===== src/rtl/hx8352_bus_responder.sv =====
// Target-side responder for the HX8352 8080-style bus: synchronizes the pins, decodes index and
// parameter cycles, keeps the window registers and GRAM cursor. HX8352_RESP_STATS_EN adds a pixel counter.
module hx8352_bus_responder #(
    parameter int         H_RES       = 240,
    parameter int         V_RES       = 400,
    parameter logic [7:0] CHIP_ID     = 8'h52,
    parameter int         SYNC_STAGES = 2
) (
    input  logic        clk,
    input  logic        rst,
    input  logic        lcd_cs_n,
    input  logic        lcd_rs,
    input  logic        lcd_wr_n,
    input  logic        lcd_rd_n,
    input  logic        lcd_rst_n,
    input  logic [15:0] data_bus_in,
    output logic [15:0] data_out,
    output logic        data_oe,
    output logic [7:0]  index_out,
    output logic        pix_valid,
    output logic [8:0]  pix_x,
    output logic [8:0]  pix_y,
    output logic [15:0] pix_data,
    output logic        reg_strobe,
    output logic        bus_err,
    output logic [31:0] pixel_count
);
    localparam int          S      = SYNC_STAGES;
    localparam logic [15:0] H_LAST = 16'(H_RES - 1);
    localparam logic [15:0] V_LAST = 16'(V_RES - 1);

    logic [S-1:0]       cs_sync_r, rs_sync_r, wr_sync_r, rd_sync_r, rstn_sync_r;
    logic [S-1:0][15:0] data_sync_r;
    logic               cs_s, rs_s, wr_s, rd_s, int_rst_s, settled_s;
    logic               wr_rise_s, wr_fall_s, both_low_s, err_s, wr_evt_s;
    logic [15:0]        data_s;
    logic [S:0]         flush_r;
    logic               wr_d_r, armed_r, viol_r;
    logic               p1_wr_r, p1_err_r, p1_rs_r, rd_act_r;
    logic [15:0]        p1_data_r;
    logic               p2_idx_r, p2_param_r, p2_gram_r, p2_err_r;
    logic [15:0]        p2_data_r;
    logic [7:0]         win_r [8];
    logic [8:0]         x_r, y_r, x_nxt_s, y_nxt_s;
    logic [8:0]         col_start_s, col_end_s, row_start_s, row_end_s;
    logic [2:0]         widx_s;
    logic               in_win_s;
    logic [15:0]        rd_mux_s;

    // Pin synchronizers; active-low pins idle at 1.
    always_ff @(posedge clk) begin
        if (rst) begin
            cs_sync_r   <= {S{1'b1}};
            rs_sync_r   <= {S{1'b0}};
            wr_sync_r   <= {S{1'b1}};
            rd_sync_r   <= {S{1'b1}};
            rstn_sync_r <= {S{1'b1}};
            data_sync_r <= {S{16'h0000}};
        end else begin
            cs_sync_r   <= {cs_sync_r[S-2:0], lcd_cs_n};
            rs_sync_r   <= {rs_sync_r[S-2:0], lcd_rs};
            wr_sync_r   <= {wr_sync_r[S-2:0], lcd_wr_n};
            rd_sync_r   <= {rd_sync_r[S-2:0], lcd_rd_n};
            rstn_sync_r <= {rstn_sync_r[S-2:0], lcd_rst_n};
            data_sync_r <= {data_sync_r[S-2:0], data_bus_in};
        end
    end

    assign cs_s      = cs_sync_r[S-1];
    assign rs_s      = rs_sync_r[S-1];
    assign wr_s      = wr_sync_r[S-1];
    assign rd_s      = rd_sync_r[S-1];
    assign data_s    = data_sync_r[S-1];
    assign int_rst_s = rst | ~rstn_sync_r[S-1];
    // Edges are ignored until the synchronizer and wr_d_r hold real pin samples after a reset.
    assign settled_s  = (flush_r == {(S+1){1'b0}});
    assign wr_rise_s  = settled_s & wr_s & ~wr_d_r;
    assign wr_fall_s  = settled_s & ~wr_s & wr_d_r;
    assign both_low_s = settled_s & ~cs_s & ~rd_s & ~wr_s;
    assign err_s      = ~viol_r & ~cs_s & (both_low_s | (wr_rise_s & ~rd_s));
    assign wr_evt_s   = wr_rise_s & armed_r & ~viol_r & ~cs_s & rd_s;

    // Edge detection, write arming and one-shot protocol-violation tracking.
    always_ff @(posedge clk) begin
        if (int_rst_s) begin
            flush_r <= {(S+1){1'b1}};
            wr_d_r  <= 1'b1;
            armed_r <= 1'b0;
            viol_r  <= 1'b0;
        end else begin
            flush_r <= {1'b0, flush_r[S:1]};
            wr_d_r  <= wr_s;
            if (wr_fall_s)      armed_r <= 1'b1;
            else if (wr_rise_s) armed_r <= 1'b0;
            else                armed_r <= armed_r;
            if (err_s)              viol_r <= 1'b1;
            else if (wr_s && rd_s)  viol_r <= 1'b0;
            else                    viol_r <= viol_r;
        end
    end

    // Event capture followed by cycle-type decode.
    always_ff @(posedge clk) begin
        if (int_rst_s) begin
            p1_wr_r <= 1'b0;  p1_err_r <= 1'b0;  p1_rs_r <= 1'b0;  p1_data_r <= 16'h0000;
            rd_act_r <= 1'b0;
            p2_idx_r <= 1'b0; p2_param_r <= 1'b0; p2_gram_r <= 1'b0; p2_err_r <= 1'b0;
            p2_data_r <= 16'h0000;
        end else begin
            p1_wr_r    <= wr_evt_s;
            p1_err_r   <= err_s;
            p1_rs_r    <= rs_s;
            p1_data_r  <= data_s;
            rd_act_r   <= ~cs_s & ~rd_s;
            p2_idx_r   <= p1_wr_r & ~p1_rs_r;
            p2_param_r <= p1_wr_r & p1_rs_r & (index_out != 8'h22);
            p2_gram_r  <= p1_wr_r & p1_rs_r & (index_out == 8'h22);
            p2_err_r   <= p1_err_r;
            p2_data_r  <= p1_data_r;
        end
    end

    assign col_start_s = {win_r[0][0], win_r[1]};
    assign col_end_s   = {win_r[2][0], win_r[3]};
    assign row_start_s = {win_r[4][0], win_r[5]};
    assign row_end_s   = {win_r[6][0], win_r[7]};
    assign widx_s      = 3'(index_out[3:0] - 4'd2);
    assign in_win_s    = (index_out >= 8'h02) && (index_out <= 8'h09);

    // Cursor advance: wrap at the window end or at the array edge, whichever comes first.
    always_comb begin
        x_nxt_s = x_r;
        y_nxt_s = y_r;
        if ((x_r == col_end_s) || (x_r == H_LAST[8:0])) begin
            x_nxt_s = col_start_s;
            if ((y_r == row_end_s) || (y_r == V_LAST[8:0])) y_nxt_s = row_start_s;
            else                                             y_nxt_s = y_r + 9'd1;
        end else begin
            x_nxt_s = x_r + 9'd1;
        end
    end

    // Read-back multiplexer.
    always_comb begin
        rd_mux_s = 16'h0000;
        case (index_out)
            8'h00:   rd_mux_s = {8'h00, CHIP_ID};
            default: begin
                if (in_win_s) rd_mux_s = {8'h00, win_r[widx_s]};
                else          rd_mux_s = 16'h0000;
            end
        endcase
    end

    // Architectural state and registered outputs.
    always_ff @(posedge clk) begin
        if (int_rst_s) begin
            index_out  <= 8'h00;
            x_r        <= 9'd0;
            y_r        <= 9'd0;
            win_r[0]   <= 8'h00;           win_r[1] <= 8'h00;
            win_r[2]   <= H_LAST[15:8];    win_r[3] <= H_LAST[7:0];
            win_r[4]   <= 8'h00;           win_r[5] <= 8'h00;
            win_r[6]   <= V_LAST[15:8];    win_r[7] <= V_LAST[7:0];
            data_out   <= 16'h0000;
            data_oe    <= 1'b0;
            pix_valid  <= 1'b0;
            pix_x      <= 9'd0;
            pix_y      <= 9'd0;
            pix_data   <= 16'h0000;
            reg_strobe <= 1'b0;
            bus_err    <= 1'b0;
        end else begin
            pix_valid  <= p2_gram_r;
            reg_strobe <= p2_param_r;
            bus_err    <= p2_err_r;
            data_oe    <= rd_act_r;
            if (rd_act_r) data_out <= rd_mux_s;
            if (p2_idx_r) begin
                index_out <= p2_data_r[7:0];
                if (p2_data_r[7:0] == 8'h22) begin
                    x_r <= col_start_s;
                    y_r <= row_start_s;
                end
            end
            if (p2_param_r && in_win_s) win_r[widx_s] <= p2_data_r[7:0];
            if (p2_gram_r) begin
                pix_x    <= x_r;
                pix_y    <= y_r;
                pix_data <= p2_data_r;
                x_r      <= x_nxt_s;
                y_r      <= y_nxt_s;
            end
        end
    end

`ifdef HX8352_RESP_STATS_EN
    logic [31:0] pix_cnt_r;

    // Pixel statistics, restarted whenever a new GRAM burst is opened.
    always_ff @(posedge clk) begin
        if (int_rst_s)                                  pix_cnt_r <= 32'h0;
        else if (p2_idx_r && (p2_data_r[7:0] == 8'h22)) pix_cnt_r <= 32'h0;
        else if (p2_gram_r)                             pix_cnt_r <= pix_cnt_r + 32'd1;
        else                                            pix_cnt_r <= pix_cnt_r;
    end
    assign pixel_count = pix_cnt_r;
`else
    assign pixel_count = 32'h0;
`endif

endmodule

===== config.mk =====
export PLATFORM = sky130hd
export DESIGN_NAME = hx8352_bus_responder
export DESIGN_NICKNAME = d
export VERILOG_FILES = /design/src/rtl/hx8352_bus_responder.sv
export SDC_FILE = /design/constraint.sdc
export NUM_CORES = 1
export LEC_CHECK = 0
export CAP_MARGIN = 20
export CORE_MARGIN = 8
export CORE_UTILIZATION = 40
export CTS_CLUSTER_DIAMETER = 30
export DETAILED_ROUTE_END_ITERATION = 8
export SETUP_SLACK_MARGIN = 0.15
export SYNTH_ARGS = -nofsm -noshare
export SYNTH_HDL_FRONTEND = slang
export SYNTH_SLANG_ARGS = --single-unit

===== constraint.sdc =====
create_clock -name clk -period 5 [get_ports clk]
set_input_delay 1 -clock clk [delete_from_list [all_inputs] [get_ports clk]]
set_output_delay 1 -clock clk [all_outputs]
set_load 0.01 [all_outputs]

==> results by group, run 1 <==
Timing
  • Tcrit/Tclk final: 60.2%
  • Count of final hold-check violations: 0
  • Setup violators final: 0
  • Setup TNS: 0 ns
  • Minimum clock period after layout: 3.01 ns
  • Pins Over Slew Limit: 0
  • Worst slew pin tran: 1.05 ns
  • Max Fclk: 332 MHz
  • Setup Skew: 0.0240 ns
  • RSZ-0062 raised after global routing: false
  • Slew HR: 30.0%

Floorplan
  • Die width: 166 um
  • Initial Utilization: 40.2%
  • Num ports: 117
  • Die height: 166 um
  • CORE AREA: 0.0224 mm2
  • Placement Rows: 55
  • Die area: 0.0275 mm2

Drt
  • Routed Antenna Nets: 0
  • DR pass1 iterations: 4
  • DR vias: 5808
  • Drt via density: 4.91
  • Starting DRT DRC Count: 268
  • WL/cell: 17.1 um
  • DRC violations left: 0
  • Final wirelength: 20200 um

Pwr
  • VDD IR max: 0.000244 V
  • Tot Pwr: 5130 uW
  • PwrDens: 450 mW/mm2
  • Leak: 0.00428 uW

Synth
  • Average cell area after synthesis: 11.4 um2
  • Asr flop ratio synth: 0%
  • Top FF cell, synth: dfxtp_1
  • Simple-Gate Fraction of Synth Area: 18.4%
  • Area share of fa/ha/maj cells after synthesis: 0.836%
  • Syn Std Cell Area: 0.00898 mm2
  • Mux cell area share after synthesis: 10.6%
  • Netlist cell types: 56
  • Warnings from Yosys: 0
  • Post-synth EDFFs: 64
  • Sequential element share of the synthesized area: 57.1%
  • Fraction of the mapped netlist area in compound gates: 4.61%
  • Largest family of logic cells by synthesized area: simple AND/OR/NAND/NOR gates
  • Yosys reg bits: 224
  • Post-Synth XOR/XNOR Area: 2.15%
  • Mapped Cells: 788

Place
  • GP Congestion: 0.800
  • I/O Buffers: 76
  • Detailed placement HPWL: 13400 um
  • Dpl cell area: 0.00978 mm2

Clock tree
  • Worst-path clk slew: 0.05 ns
  • # clock sinks: 224
  • Buffer count from post-CTS setup fixing: 0
  • CTS resizes: 0
  • Num CTS Buffers: 46
  • Root buf cell: clkbuf_16
  • Cts hold-fix bufs: 0
  • H-tree Lvls: 2
  • CTS tree: yes
  • Clk_lat worst skew: 0.54 ns
  • CTS max path bufs: 3

Global routing
  • Initial antenna violation count: 0
  • Tot GR Track Use: 14.4%
  • Largest net degree at the start of global routing: 77
  • First-pass GRT wire length: 32000 um
  • Grt total ovfl: 0
  • Vias in the first global route: 5965

Worst setup path
  • Worst Setup End Kind: register
  • CP required: 5.20 ns
  • WP data arrival: 3.21 ns
  • R2r setup slk: 1.99 ns
  • Setup crit start kind: register
  • Worst-case reg-to-reg path depth: 6
  • Terminus of the critical flop-to-flop path: win_r[3][6]$_SDFFCE_PN1P_
  • Worst R2R Start: index_out[1]$_SDFFE_PP0P_
  • Crit-path max FO: 26
  • Setup CP Type: reg -> reg

Run
  • Max-cap violations: 0

Final layout
  • Nets: 889
  • Post-route cell area: 0.0114 mm2
  • Layout area overhead: 26.8%
  • Ant. Diodes: 0
  • Ratio of cells with drive above 1 in the final layout: 14.6%

Worst hold path
  • Hold Crit Class: reg -> reg
  • Hold path cells: 1
  • Worst Hold Launch: wr_sync_r[0]$_SDFF_PP1_
  • WHS Endpoint: wr_sync_r[1]$_SDFF_PP1_

Outcome
  • Status: complete, no violations
-- logic make-up (layout without fill, tap and decap cells) --
logic type / after synthesis / in the layout
adder cells (fa/ha/maj): 6 / 6
other: 1 / 40
XOR/XNOR: 22 / 22
buffers and inverters: 106 / 177
AO/OA/AOI/OAI: 57 / 57
flip-flops: 224 / 224
multiplexers: 75 / 75
AND/OR/NAND/NOR: 297 / 297
-- per-stage QoR --
stage	hold WS [ns]	utilization (%)	worst slack (ns)	cells
detailed placement	0.393	43.7	1.65	1097
floorplan	0.389	-	2.41	827
global route	0.409	50.9	1.73	1183
finish	0.400	50.9	1.99	1183
CTS	0.399	50.9	1.99	1183
global placement	0.392	43.7	1.76	1097
-- worst max-delay path by stage --
stage	start	end	slack (ns)	depth (start not counted)
2_1_floorplan	rst	win_r[1][0]$_SDFFCE_PN0P_	2.41	7
3_3_place_gp	rst	win_r[3][2]$_SDFFCE_PN1P_	1.76	6
3_5_place_dp	rst	win_r[3][2]$_SDFFCE_PN1P_	1.65	6
4_1_cts	index_out[1]$_SDFFE_PP0P_	win_r[3][7]$_SDFFCE_PN1P_	1.99	6
5_1_grt	index_out[1]$_SDFFE_PP0P_	win_r[3][4]$_SDFFCE_PN0P_	1.73	6
6_report	index_out[1]$_SDFFE_PP0P_	win_r[3][6]$_SDFFCE_PN1P_	1.99	6
-- state kept, by name, indices dropped and copies added (netlist names), 3 cells and up --
name         flops
win_r           64
data_s          16
data_sync_r     16
p1_data_r       16
p2_data_r       16
pix_data        16
pix_x            9
pix_y            9
x_r              9
y_r              9
data_out         8
index_out        8
flush_r          3
-- final cells by class --
class / instances / area, um2
fillers: 1955 / 11000
multi-input cells: 497 / 3450
inverters: 7 / 26.3
repair buffers: 84 / 821
flip-flops and latches: 224 / 5130
well taps: 285 / 357
clock buffers: 52 / 1210
clock inverters: 34 / 398
-- cells in the mapped netlist, types with 10 or more instances --
master,number,area share [%]
or2_2,18,1.3
dfxtp_1,160,36
nor2b_1,36,2.5
mux4_2,16,4.0
mux2i_1,56,6.2
o211ai_1,10,0.84
nand3_1,13,0.72
and2_1,37,2.6
clkbuf_1,44,1.8
buf_1,10,0.42
and3_1,54,3.8
nor2_1,63,2.6
xnor2_1,12,1.2
nand2_1,29,1.2
edfxtp_1,64,21
xor2_1,10,0.98
buf_4,40,3.3
-- metal layers --
| metal | track usage [%] | up-vias | part of all wire (%) |
|---|---|---|---|
| met5 | 0 | - | 0 |
| met1 | 16.4 | 2774 | 42 |
| met2 | 25.2 | 151 | 51 |
| met3 | 4.18 | 43 | 4.6 |
| met4 | 5.77 | 0 | 2.7 |
| li1 | - | 2840 | - |
-- report_power, final --
group          switching, uW  internal [uW]  leakage (uW)
sequential              22.3           1910       0.00192
clock                   1010           2080      0.000789
combinational           64.2           41.7       0.00157
-- critical path, cell delays in order, from the launching register on --
cell	delay, ns
dfxtp_1	0.31
buf_4	0.33
nor3_1	0.12
nor4b_2	0.57
and3_1	0.74
nand2_1	0.27
nand2_1	0.33
-- placed cells by master, fill, tap and decap left out, drive strengths merged, types with 4 or more instances in the layout --
cell type      synthesis  layout
or2                   18      18
o21ai                  6       6
a2bb2oi                5       5
mux4                  16      16
bufinv                 0       6
clkbuf                44      52
nand2b                 5       5
nor2b                 36      36
mux2i                 56      56
and2                  37      37
xor2                  10      10
nor3                   8       8
clkinv                 0      21
nor2                  63      63
inv                    7      12
buf                   55       8
nor4                   4       4
clkdlybuf4s50          0      76
dfxtp                160     160
o211ai                10      10
nand2                 29      29
o31ai                  4       4
xnor2                 12      12
a211oi                 6       6
nand3                 14      14
conb                   1      40
ha                     6       6
nand4                  9       9
edfxtp                64      64
a21oi                  9       9
a31oi                  4       4
and3                  54      54
nor4b                  4       4
(Power assumes the default switching activity.)
==> run 2, diff against run 1 <==
clock period = 2.9 ns   (was 5 ns; I/O delays follow)
==> results by group, run 2 (synthesis results as in run 1) <==
Outcome
  • Status: complete, no violations

Timing
  • Setup TNS: 0 ns
  • Pins Over Slew Limit: 0
  • Slew HR: 29.2%
  • Max Fclk: 413 MHz
  • Worst slew pin tran: 1.06 ns
  • Setup slack after layout: 0.479 ns
  • RSZ-0062 raised after global routing: false
  • Count of final hold-check violations: 0
  • Tcrit/Tclk final: 83.5%
  • Minimum clock period after layout: 2.42 ns
  • Setup violators final: 0
  • Setup Skew: 0.0133 ns

Final layout
  • Nets: 907
  • Most common cell after layout, fill and taps aside: dfxtp_1
  • Post-route cell area: 0.0114 mm2
  • Core Util, Final: 50.8%
  • Ant. Diodes: 0
  • Layout area overhead: 26.5%
  • Ratio of cells with drive above 1 in the final layout: 15.5%
  • Max reg flops: 64
  • Area of the multi-input gates: 0.00345 mm2
  • Biggest register: win_r
  • Storage cell area: 0.00513 mm2
  • Commonest non-fill, non-tap cells in the layout: 159 x dfxtp_1, 76 x clkdlybuf4s50_1, 64 x edfxtp_1
  • FILL cells: 1973

Drt
  • Drt via density: 4.89
  • DR pass1 iterations: 5
  • WL/cell: 17.1 um
  • DRC violations left: 0
  • Starting DRT DRC Count: 294
  • Final wirelength: 20400 um
  • DR vias: 5827
  • Routed Antenna Nets: 0

Clock tree
  • Root buf cell: clkbuf_16
  • # clock sinks: 224
  • CTS resizes: 0
  • CTS tree: yes
  • H-tree Lvls: 2
  • CTS max path bufs: 3
  • Buffer count from post-CTS setup fixing: 0
  • Clk_lat worst skew: 0.51 ns
  • Cts hold-fix bufs: 0
  • Worst-path clk slew: 0.05 ns
  • Num CTS Buffers: 43

Global routing
  • First-pass GRT wire length: 32000 um
  • Grt total ovfl: 0
  • Tot GR Track Use: 14.4%
  • Initial antenna violation count: 0
  • Largest net degree at the start of global routing: 78
  • Vias in the first global route: 5877

Worst setup path
  • WP data arrival: 2.58 ns
  • CP most frequent cell: nand2_1
  • Setup CP Type: reg -> reg
  • Max incr delay on CP: 0.42 ns
  • Setup crit start kind: register
  • Worst R2R Start: index_out[7]$_SDFFE_PP0P_
  • R2r setup slk: 0.48 ns
  • CP required: 3.06 ns
  • Crit-path max FO: 11
  • Critical Path Start: index_out[7]$_SDFFE_PP0P_
  • Worst-path cell chain: or3_1 > nor4b_2 > buf_4 > and3_1 > nand2_1 > nand2_1
  • Worst-case reg-to-reg path depth: 6
  • Worst Setup End Kind: register
  • Slowest-stage cell, CP: or3_1
  • Setup crit end: win_r[3][4]$_SDFFCE_PN0P_
  • Terminus of the critical flop-to-flop path: win_r[3][4]$_SDFFCE_PN0P_

Worst hold path
  • Hold Crit Class: reg -> reg
  • Hold path cells: 1

Pwr
  • Leak: 0.00430 uW
  • PwrDens: 725 mW/mm2
  • Tot Pwr: 8230 uW
  • VDD IR max: 0.000536 V

Place
  • Pre-CTS setup slack: 0.231 ns
  • Dpl cell area: 0.00996 mm2
  • Detailed placement HPWL: 13800 um
  • I/O Buffers: 76
  • GP Congestion: 0.825

Floorplan
  • Die area: 0.0275 mm2
  • Die height: 166 um
  • Die width: 166 um
  • Placement Rows: 55
  • Initial Utilization: 40.2%
  • Num ports: 117
  • CORE AREA: 0.0224 mm2

Run
  • Max-cap violations: 0
==> run 2: power by group <==
| part | internal, uW | total [uW] | switching [uW] |
|---|---|---|---|
| Combinational | 78.6 | 195 | 117 |
| Clock | 3190 | 4700 | 1510 |
| Sequential | 3300 | 3340 | 34.9 |
| Total | 6570 | 8230 | 1660 |
==> run 2: final cells by class <==
| type | count | share of cell area (%) |
|---|---|---|
| sequential | 224 | 45.1 |
| multi-input combinational | 497 | 30.4 |
| clock buffer | 55 | 10.3 |
| timing repair buffer | 105 | 8.84 |
| tap | 285 | 3.14 |
| clock inverter | 19 | 1.97 |
| inverter | 7 | 0.231 |
==> run 2: how the worst min path moves through the flow <==
stage | startpoint | to | slack [ns]
after floorplan | cs_sync_r[0]$_SDFF_PP1_ | cs_sync_r[1]$_SDFF_PP1_ | 0.39
after global placement | rstn_sync_r[0]$_SDFF_PP1_ | rstn_sync_r[1]$_SDFF_PP1_ | 0.39
after detailed placement | rd_sync_r[0]$_SDFF_PP1_ | rd_sync_r[1]$_SDFF_PP1_ | 0.39
after CTS | rd_sync_r[0]$_SDFF_PP1_ | rd_sync_r[1]$_SDFF_PP1_ | 0.40
after global routing | rd_sync_r[0]$_SDFF_PP1_ | rd_sync_r[1]$_SDFF_PP1_ | 0.41
final | cs_sync_r[0]$_SDFF_PP1_ | cs_sync_r[1]$_SDFF_PP1_ | 0.40
==> run 2: metal layers <==
layer  wire (um)  global-route usage, %  vias to the layer above
li1            -                      -                     2867
met1        8750                   17.0                     2714
met2        9980                   24.5                      189
met3        1020                   3.68                       57
met4         651                   6.60                        0
met5           0                      0                        -
==> run 2: per-stage QoR <==
step | hold WS (ns) | instances
after CTS | 0.404 | 1192
after floorplan | 0.389 | 827
after detailed placement | 0.394 | 1118
after global routing | 0.409 | 1192
final | 0.402 | 1192
after global placement | 0.391 | 1118
==> run 2: worst max-delay path: cells and delay by family (launching register included) <==
family        cells  cell delay [ns]
flops             1             0.32
buf+inv           1             0.18
simple gates      5             1.59
==> run 3, diff against run 2 <==
clock period = 2.4 ns   (was 2.9 ns; I/O delays follow)
==> results by group, run 3 (synthesis results as in run 1) <==
Global routing
  • Met1 GRT Util: 17.0%
  • GRT busiest layer: met2
  • Met2 usage: 25.8%
  • Grt total ovfl: 0
  • First-pass GRT wire length: 32500 um
  • Initial antenna violation count: 0
  • Tot GR Track Use: 14.7%
  • GR Util met3: 3.33%
  • Largest net degree at the start of global routing: 60
  • Vias in the first global route: 6001

Run
  • Max-cap violations: 0

Worst setup path
  • Setup CP Type: reg -> out
  • Crit path buf inv count: 2
  • Slowest-stage cell, CP: clkdlybuf4s50_1
  • Setup crit start kind: register
  • CP required: 1.92 ns
  • Crit path max-delay family: buffers and inverters
  • Crit-path max FO: 12
  • Worst Setup End Kind: output port
  • WP data arrival: 1.67 ns
  • Worst-path cell chain: buf_12 > clkdlybuf4s50_1
  • Max incr delay on CP: 0.54 ns

Pwr
  • Sw frac: 20.4%
  • Share of total power in combinational logic: 2.7%
  • NetSw: 2050 uW
  • VDD IR max: 0.000553 V
  • Seq pwr share: 40.0%
  • PwrDens: 859 mW/mm2
  • Leak: 0.00449 uW
  • Clock network power share: 57.3%
  • Cell-internal power: 8010 uW
  • Tot Pwr: 10100 uW

Drt
  • Drt via density: 4.90
  • Final wirelength: 20700 um
  • Starting DRT DRC Count: 277
  • WL/cell: 16.9 um
  • DRC violations left: 0
  • DR vias: 5981
  • Routed Antenna Nets: 0
  • DR pass1 iterations: 4

Clock tree
  • Clk_lat worst skew: 0.52 ns
  • Worst-path clk slew: 0.04 ns
  • Buffer count from post-CTS setup fixing: 0
  • Num CTS Buffers: 43
  • CTS max path bufs: 3
  • # clock sinks: 224
  • CTS tree: yes
  • Cts hold-fix bufs: 0
  • H-tree Lvls: 2
  • Root buf cell: clkbuf_16

Final layout
  • Ant. Diodes: 0
  • Biggest register: win_r
  • FILL cells: 1940
  • Nets: 935
  • Area of the multi-input gates: 0.00349 mm2
  • Ratio of cells with drive above 1 in the final layout: 19.0%
  • Storage cell area: 0.00513 mm2
  • Max reg flops: 64
  • Layout area overhead: 30.5%
  • Commonest non-fill, non-tap cells in the layout: 157 x dfxtp_1, 76 x clkdlybuf4s50_1, 64 x edfxtp_1
  • Core Util, Final: 52.4%
  • Most common cell after layout, fill and taps aside: dfxtp_1
  • Final std cells w/o fill: 1221

Timing
  • Count of final hold-check violations: 0
  • Pins Over Slew Limit: 0
  • Setup violators final: 0
  • Slew HR: 59.3%
  • RSZ-0062 raised after global routing: true
  • Max Fclk: 466 MHz
  • Setup TNS: 0 ns
  • Tcrit/Tclk final: 89.4%
  • Setup Skew: 0.0176 ns
  • Worst slew pin tran: 0.606 ns
  • Minimum clock period after layout: 2.15 ns

Floorplan
  • Die area: 0.0275 mm2
  • Die width: 166 um
  • CORE AREA: 0.0224 mm2
  • Die height: 166 um
  • Initial Utilization: 40.2%
  • Placement Rows: 55
  • Num ports: 117

Place
  • Post-Place Cells: 1145
  • Detailed placement HPWL: 14100 um
  • GP Congestion: 0.813
  • I/O Buffers: 76

Outcome
  • Status: complete, no violations

Worst hold path
  • Hold Crit Class: reg -> reg
-- run 3: changes by cell type in the layout (fill, tap and decap cells not counted), sizes merged --
cell,before,now
buf,29,56
clkinv,8,15
inv,12,9
clkbuf,55,53
-- run 3: cell type report --
cell class / instances / area share, %
Sequential cell: 224 / 43.8
Multi-Input combinational cell: 497 / 29.7
Timing Repair Buffer: 133 / 11.0
Clock buffer: 52 / 10.1
Tap cell: 285 / 3.04
Clock inverter: 23 / 2.13
Inverter: 7 / 0.224
-- run 3: metal layers --
layer	routed length [um]	vias up
li1	-	2924
met1	8630	2839
met2	10500	174
met3	1040	44
met4	537	0
met5	0	-
-- run 3: path summary, 6_finish.rpt --
path	from	endpoint	slack, ns	cells past startpoint
setup / recovery	index_out[1]$_SDFFE_PP0P_	index_out[1]	0.25	2
hold reg to reg	wr_sync_r[0]$_SDFF_PP1_	wr_sync_r[1]$_SDFF_PP1_	0.40	1
hold / removal	wr_sync_r[0]$_SDFF_PP1_	wr_sync_r[1]$_SDFF_PP1_	0.40	1
setup reg to reg	index_out[7]$_SDFFE_PP0P_	win_r[5][4]$_SDFFCE_PN0P_	0.28	7
-- run 3: power by group through the flow --
stage	Sequential, uW	Combinational, uW	Clock (uW)
detailed placement	4100	267	0
global route	4030	294	6070
CTS	4030	268	5890
floorplan	4070	202	0
global placement	4100	264	0
finish	4030	267	5770
-- run 3: repair_timing --
action	CTS	global route
gates cloned	0	1
resized for setup	4	8
pin swaps	0	0
setup endpoints to repair	2	65
-- run 3: through the flow --
stage	hold slack, ns	area (um2)	setup slack, ns
after floorplan	0.389	9140	0.173
after global placement	0.391	10200	0.0429
after detailed placement	0.393	10200	0.0326
after CTS	0.404	11700	0.164
after global routing	0.415	11700	0.135
final	0.403	11700	0.255
